File: config.mk
export PLATFORM = sky130hd
export DESIGN_NAME = delivery_velocity_sensor
export DESIGN_NICKNAME = d
export VERILOG_FILES = /design/src/rtl/delivery_game_pkg.sv /design/src/rtl/delivery_sync2.sv /design/src/rtl/delivery_velocity_sensor.sv
export SDC_FILE = /design/constraint.sdc
export NUM_CORES = 1
export LEC_CHECK = 0
export CORE_MARGIN = 2
export CORE_UTILIZATION = 57
export CTS_BUF_LIST = sky130_fd_sc_hd__clkbuf_8
export DETAILED_ROUTE_END_ITERATION = 12
export MAX_ROUTING_LAYER = met4
export PLACE_DENSITY_LB_ADDON = 0.15
export SYNTH_ARGS = -nofsm -noshare
export SYNTH_HDL_FRONTEND = slang
export SYNTH_SLANG_ARGS = --single-unit
File: constraint.sdc
create_clock -name clock -period 5.9 [get_ports clock]
set_input_delay 0.885 -clock clock [delete_from_list [all_inputs] [get_ports clock]]
set_output_delay 0.885 -clock clock [all_outputs]
set_load 0.02 [all_outputs]
File: src/rtl/delivery_game_pkg.sv
// Shared definitions for the delivery game blocks: FSM encodings, default timing
// constants and the velocity saturation helper.
package delivery_game_pkg;

    localparam int CLK_FREQ       = 50_000_000;
    localparam int TRIGGER_CYCLES = 500;
    localparam int CYCLES_PER_CM  = 2915;
    localparam int ECHO_TIMEOUT   = 1_500_000;
    localparam int MAX_CM         = 400;
    localparam int DIST_W         = 9;
    localparam int VEL_W          = 8;

    typedef enum logic [2:0] {
        ST_IDLE      = 3'd0,
        ST_TRIGGER   = 3'd1,
        ST_WAIT_ECHO = 3'd2,
        ST_MEASURE   = 3'd3,
        ST_COMPUTE   = 3'd4,
        ST_DONE      = 3'd5,
        ST_FAULT     = 3'd6
    } state_e;

    // Clamp a signed distance difference into the signed velocity range.
    function automatic logic [VEL_W-1:0] sat_vel(input logic signed [15:0] d);
        if (d > 16'sd127) begin
            return 8'h7f;
        end else if (d < -16'sd128) begin
            return 8'h80;
        end else begin
            return d[VEL_W-1:0];
        end
    endfunction

endpackage

File: src/rtl/delivery_sync2.sv
// Two-flop synchronizer for asynchronous game inputs (sensor echo, buttons).
module delivery_sync2 (
    input  logic clk,
    input  logic rst_n,
    input  logic d,
    output logic q
);

    logic meta_q;
    logic sync_q;

    always_ff @(posedge clk or negedge rst_n) begin
        if (!rst_n) begin
            meta_q <= 1'b0;
            sync_q <= 1'b0;
        end else begin
            meta_q <= d;
            sync_q <= meta_q;
        end
    end

    assign q = sync_q;

endmodule

File: src/rtl/delivery_velocity_sensor.sv
// HC-SR04 front end: one measurement per get_velocity pulse, echo width to cm,
// velocity as the distance change since the previous valid sample.
module delivery_velocity_sensor #(
    parameter int TRIGGER_CYCLES = delivery_game_pkg::TRIGGER_CYCLES,
    parameter int CYCLES_PER_CM  = delivery_game_pkg::CYCLES_PER_CM,
    parameter int ECHO_TIMEOUT   = delivery_game_pkg::ECHO_TIMEOUT,
    parameter int MAX_CM         = delivery_game_pkg::MAX_CM,
    parameter int DIST_W         = delivery_game_pkg::DIST_W
) (
    input  logic              clock,
    input  logic              reset_n,
    input  logic              get_velocity,
    input  logic              clear,
    input  logic              echo,
    output logic              trigger,
    output logic              busy,
    output logic [DIST_W-1:0] distance,
    output logic [7:0]        velocity,
    output logic              velocity_ready,
    output logic              sensor_fault,
    output logic [2:0]        state_dbg
);
    import delivery_game_pkg::*;

    localparam int CNT_W = $clog2(ECHO_TIMEOUT + 1);
    localparam int SUB_W = (CYCLES_PER_CM > 1) ? $clog2(CYCLES_PER_CM) : 1;
    localparam logic [CNT_W-1:0]  TRIG_LAST = CNT_W'(TRIGGER_CYCLES - 1);
    localparam logic [CNT_W-1:0]  TO_LAST   = CNT_W'(ECHO_TIMEOUT - 1);
    localparam logic [SUB_W-1:0]  SUB_LAST  = SUB_W'(CYCLES_PER_CM - 1);
    localparam logic [DIST_W-1:0] CM_MAX    = DIST_W'(MAX_CM);

    state_e              state_q, state_d;
    logic [CNT_W-1:0]    cnt_q, cnt_d;
    logic [SUB_W-1:0]    sub_q, sub_d;
    logic [DIST_W-1:0]   cm_q, cm_d;
    logic [DIST_W-1:0]   distance_q, distance_d;
    logic [DIST_W-1:0]   prev_q, prev_d;
    logic [7:0]          velocity_q, velocity_d;
    logic                hist_q, hist_d;
    logic                fault_q, fault_d;
    logic                trigger_q, trigger_d;
    logic                busy_q, busy_d;
    logic                ready_q, ready_d;
    logic                echo_s, echo_prev_q;
    logic                echo_rise, echo_fall;
    logic signed [DIST_W:0] diff;

    delivery_sync2 u_echo_sync (
        .clk   (clock),
        .rst_n (reset_n),
        .d     (echo),
        .q     (echo_s)
    );

    assign echo_rise = echo_s & ~echo_prev_q;
    assign echo_fall = ~echo_s & echo_prev_q;
    assign diff      = $signed({1'b0, prev_q}) - $signed({1'b0, cm_q});

    always_comb begin
        state_d    = state_q;
        cnt_d      = cnt_q;
        sub_d      = sub_q;
        cm_d       = cm_q;
        distance_d = distance_q;
        prev_d     = prev_q;
        velocity_d = velocity_q;
        hist_d     = hist_q;
        fault_d    = fault_q;

        case (state_q)
            ST_IDLE: begin
                if (get_velocity) begin
                    state_d = ST_TRIGGER;
                    cnt_d   = '0;
                end
            end
            ST_TRIGGER: begin
                if (cnt_q == TRIG_LAST) begin
                    state_d = ST_WAIT_ECHO;
                    cnt_d   = '0;
                end else begin
                    cnt_d = cnt_q + 1'b1;
                end
            end
            ST_WAIT_ECHO: begin
                if (echo_rise) begin
                    state_d = ST_MEASURE;
                    cnt_d   = '0;
                    sub_d   = '0;
                    cm_d    = '0;
                end else if (cnt_q == TO_LAST) begin
                    state_d = ST_FAULT;
                end else begin
                    cnt_d = cnt_q + 1'b1;
                end
            end
            ST_MEASURE: begin
                // Every MEASURE cycle, including the one that sees the fall, is one echo clock.
                if (sub_q == SUB_LAST) begin
                    sub_d = '0;
                    if (cm_q != CM_MAX) cm_d = cm_q + 1'b1;
                end else begin
                    sub_d = sub_q + 1'b1;
                end
                if (echo_fall) begin
                    state_d = ST_COMPUTE;
                end else if (cnt_q == TO_LAST) begin
                    state_d = ST_FAULT;
                end else begin
                    cnt_d = cnt_q + 1'b1;
                end
            end
            ST_COMPUTE: begin
                distance_d = cm_q;
                velocity_d = hist_q ? sat_vel(16'(diff)) : 8'h00;
                prev_d     = cm_q;
                hist_d     = 1'b1;
                fault_d    = 1'b0;
                state_d    = ST_DONE;
            end
            ST_DONE: begin
                state_d = ST_IDLE;
            end
            ST_FAULT: begin
                fault_d = 1'b1;
                state_d = ST_IDLE;
            end
            default: begin
                state_d = ST_IDLE;
            end
        endcase

        // Abort keeps the measurement history; only the in-flight work is dropped.
        if (clear) begin
            state_d    = ST_IDLE;
            cnt_d      = '0;
            sub_d      = '0;
            cm_d       = '0;
            distance_d = distance_q;
            prev_d     = prev_q;
            velocity_d = velocity_q;
            hist_d     = hist_q;
            fault_d    = fault_q;
        end

        trigger_d = (state_d == ST_TRIGGER);
        busy_d    = (state_d != ST_IDLE);
        ready_d   = (state_d == ST_DONE);
    end

    always_ff @(posedge clock or negedge reset_n) begin
        if (!reset_n) begin
            state_q     <= ST_IDLE;
            cnt_q       <= '0;
            sub_q       <= '0;
            cm_q        <= '0;
            distance_q  <= '0;
            prev_q      <= '0;
            velocity_q  <= '0;
            hist_q      <= 1'b0;
            fault_q     <= 1'b0;
            trigger_q   <= 1'b0;
            busy_q      <= 1'b0;
            ready_q     <= 1'b0;
            echo_prev_q <= 1'b0;
        end else begin
            state_q     <= state_d;
            cnt_q       <= cnt_d;
            sub_q       <= sub_d;
            cm_q        <= cm_d;
            distance_q  <= distance_d;
            prev_q      <= prev_d;
            velocity_q  <= velocity_d;
            hist_q      <= hist_d;
            fault_q     <= fault_d;
            trigger_q   <= trigger_d;
            busy_q      <= busy_d;
            ready_q     <= ready_d;
            echo_prev_q <= echo_s;
        end
    end

    assign trigger        = trigger_q;
    assign busy           = busy_q;
    assign distance       = distance_q;
    assign velocity       = velocity_q;
    assign velocity_ready = ready_q;
    assign sensor_fault   = fault_q;
    assign state_dbg      = state_q;

endmodule

==> impl_metrics.yaml <==
power:
  power_frac_comb_pct: 6.2
  peakVddDrop_mv: 0.126
  leakagePower_nw: 2.06
  powerDensity_nw_per_um2: 202
  clockPowerShare_pct: 43.5
  intPower_w: 0.000739
  p_switching_w: 0.000232
  seq_power_share_pct: 50.3
  switching_share_pct: 23.9
  total_power_w: 0.000970
grt:
  grt_pass1_wl_mm: 17.9
  antenna_found_initial: 0
  grt_max_degree: 71
  grt_usage_pct: 27.8
  overflow: 0
  grt_pass1_vias: 3638
cts:
  cts_hold_buf: 0
  htreeDepth: 3
  post_cts_buffers: 0
  cts.repair.resized: 0
  numCtsBuffers: 9
  cts_root_buffer: "clkbuf_8"
  path_clk_slew_ns: 0.08
  cts_tree: "done"
  cts_buffer_depth: 2
  cts_sinks: 70
  clkLatencyLatePin_ns: 0.35
logic_synthesis:
  synthesis.area_um2: 4240
  synthDistinctLibCells: 68
  synth_seq_cells: 70
  netlist_instances: 461
  synth_async_sr_flop_share_pct: 100
  ys_warn_count: 0
  synth_nets: 481
  synth_seq_area_share_pct: 41.3
  synth_edf_count: 0
  synth_ff_type: "dfrtp_1"
  syn_area_per_cell_um2: 9.20
route:
  via_per_inst: 6.36
  dr.pass1.iters: 4
  antenna_left: 0
  drt_wl_total_mm: 10.4
  drt_iter0_markers: 262
  drcViolationCount: 0
  num_vias: 3764
  wl_per_cell_um: 17.5
layout:
  area_growth_pct: 13.5
  antenna-diode-count: 0
  nFillCells: 617
  fin_cells: 592
  final_cell_mix: "dfrtp_1, o21ai_0, a21oi_1"
  finalInstanceArea_um2: 4810
  regArea_um2: 1750
  drive_gt1_share_pct: 7.71
  multi_input_area_um2: 2340
  final_common_cell: "dfrtp_1"
  fin_nets: 508
floorplanning:
  rows: 31
  die_area_um2: 8150
  die_y_um: 90.3
  die_w_um: 90.3
  core_um2: 7210
  io_pins: 29
  start_util_pct: 58.8
timing:
  setup-tns-final_ns: 0
  fin_crit_sh_pct: 52.9
  rsz0062_at_grt: "no"
  drv_slew: 0
  fmax_ghz: 0.321
  period_minus_slack_ns: 3.12
  hold_violations: 0
  worst_slew_pin_slew_ns: 0.859
  skew_ns: 0.00851
  finalSetupViolCount: 0
  worst_slew_margin_rel_pct: 42.7
setup_path:
  cp_data_required_time_ns: 6.10
  cp_data_arrival_time_ns: 3.32
  end_kind: "register"
  criticalPathCategory: "reg2reg"
  path_max_fanout: 7
  worstSetupStartpointType: "register"
placed_design:
  gp_congestion: 0.935
  dp_hpwl_mm: 7.39
  place.port_buffers: 28
  place_inst: 576
  place_area_um2: 4600
hold_path:
  min_path_type: "reg2reg"
outcome:
  run_status: "finished, final reports clean"
job:
  maxCapViolCount: 0
-- metal layers --
metal  part of all wire (%)  vias to the layer above  GRT usage, %
met5                      0                        -             -
met1                     44                     1817          36.0
met2                     48                      136          44.1
li1                       -                     1791             -
met3                    5.3                       20          5.93
met4                    2.4                        0          9.23
-- worst max-delay path, stage by stage, from the launching register on --
cell	delay, ns
dfrtp_1	0.48
ha_1	0.26
fa_1	0.40
nand2b_1	0.20
a211oi_1	0.39
o31a_1	0.23
a211oi_1	0.14
a2111oi_0	0.70
a211oi_1	0.17
-- cells by family after synthesis --
kind of cell	Yosys count	synth area share (%)
AO/OA/AOI/OAI	145	22.7
XOR/XNOR	13	2.69
buffers and inverters	38	3.54
adder cells (fa/ha/maj)	15	4.60
flip-flops	70	41.3
AND/OR/NAND/NOR	167	21.4
multiplexers	13	3.75
-- area by class of cell --
class                      count  share of cell area, %
clock inverter                 7                   1.87
multi-input combinational    353                   48.6
inverter                      23                   1.79
clock buffer                   9                   2.57
tap                           99                   2.57
sequential                    70                   36.4
timing repair buffer          31                   6.19
-- state kept, by name (all words and copies together), names as in the netlist --
signal and cells:
state_dbg 3, velocity_ready 1, echo_prev_q 1, sensor_fault 1, trigger 1, prev_q 9
busy 1, hist_q 1, sub_q 12, cm_q 9, cnt_q 21, velocity 8
u_echo_sync.meta_q 1, u_echo_sync.q 1
-- final timing paths --
check                                   startpoint            end  slack [ns]  cells after the start
worst max-delay path                       cm_q[0]    velocity[4]        2.78                      8
worst min-delay path            u_echo_sync.meta_q  u_echo_sync.q        0.35                      0
worst max register to register             cm_q[0]    velocity[4]        2.78                      8
worst min register to register  u_echo_sync.meta_q  u_echo_sync.q        0.35                      0
max in group asynchronous                  reset_n    velocity[7]        4.61                      2
min in group asynchronous                  reset_n       sub_q[9]        0.73                      2
-- per-stage QoR --
stage	utilization, %	setup slack, ns	hold slack (ns)
after floorplan	-	3.25	0.331
after global placement	63.7	2.65	0.341
after detailed placement	63.7	2.52	0.339
after CTS	66.7	2.80	0.359
after global routing	66.7	2.57	0.366
final	66.7	2.78	0.354
-- power groups by stage --
stage	combinational (W)	sequential, W	clock (W)
after floorplan	0.0000311	0.000499	0
after global placement	0.0000593	0.000498	0
after detailed placement	0.0000602	0.000498	0
after CTS	0.0000603	0.000488	0.000432
after global routing	0.0000671	0.000489	0.000453
final	0.0000601	0.000489	0.000422
-- synth_stat cells (5+ instances only) --
| master | instances | area [um^2] |
|---|---|---|
| nor2_1 | 30 | 113 |
| a21oi_1 | 32 | 160 |
| nand2_1 | 27 | 101 |
| nor4_1 | 6 | 37.5 |
| o31ai_1 | 7 | 52.6 |
| mux2i_1 | 5 | 50.1 |
| dfrtp_1 | 70 | 1750 |
| a21o_1 | 8 | 60.1 |
| nand4_1 | 15 | 93.8 |
| nand3_1 | 25 | 125 |
| a31oi_1 | 5 | 31.3 |
| a211oi_1 | 11 | 82.6 |
| clkbuf_1 | 14 | 52.6 |
| and3_1 | 10 | 62.6 |
| inv_1 | 21 | 78.8 |
| ha_1 | 14 | 175 |
| xnor2_1 | 5 | 43.8 |
| xor2_1 | 8 | 70.1 |
| nor3_1 | 8 | 40.0 |
| o21ai_0 | 41 | 205 |
| nand2b_1 | 5 | 31.3 |
| nor2b_1 | 8 | 50.1 |
| mux2_4 | 5 | 75.1 |
Note: power is estimated with default switching activity, not from simulation.
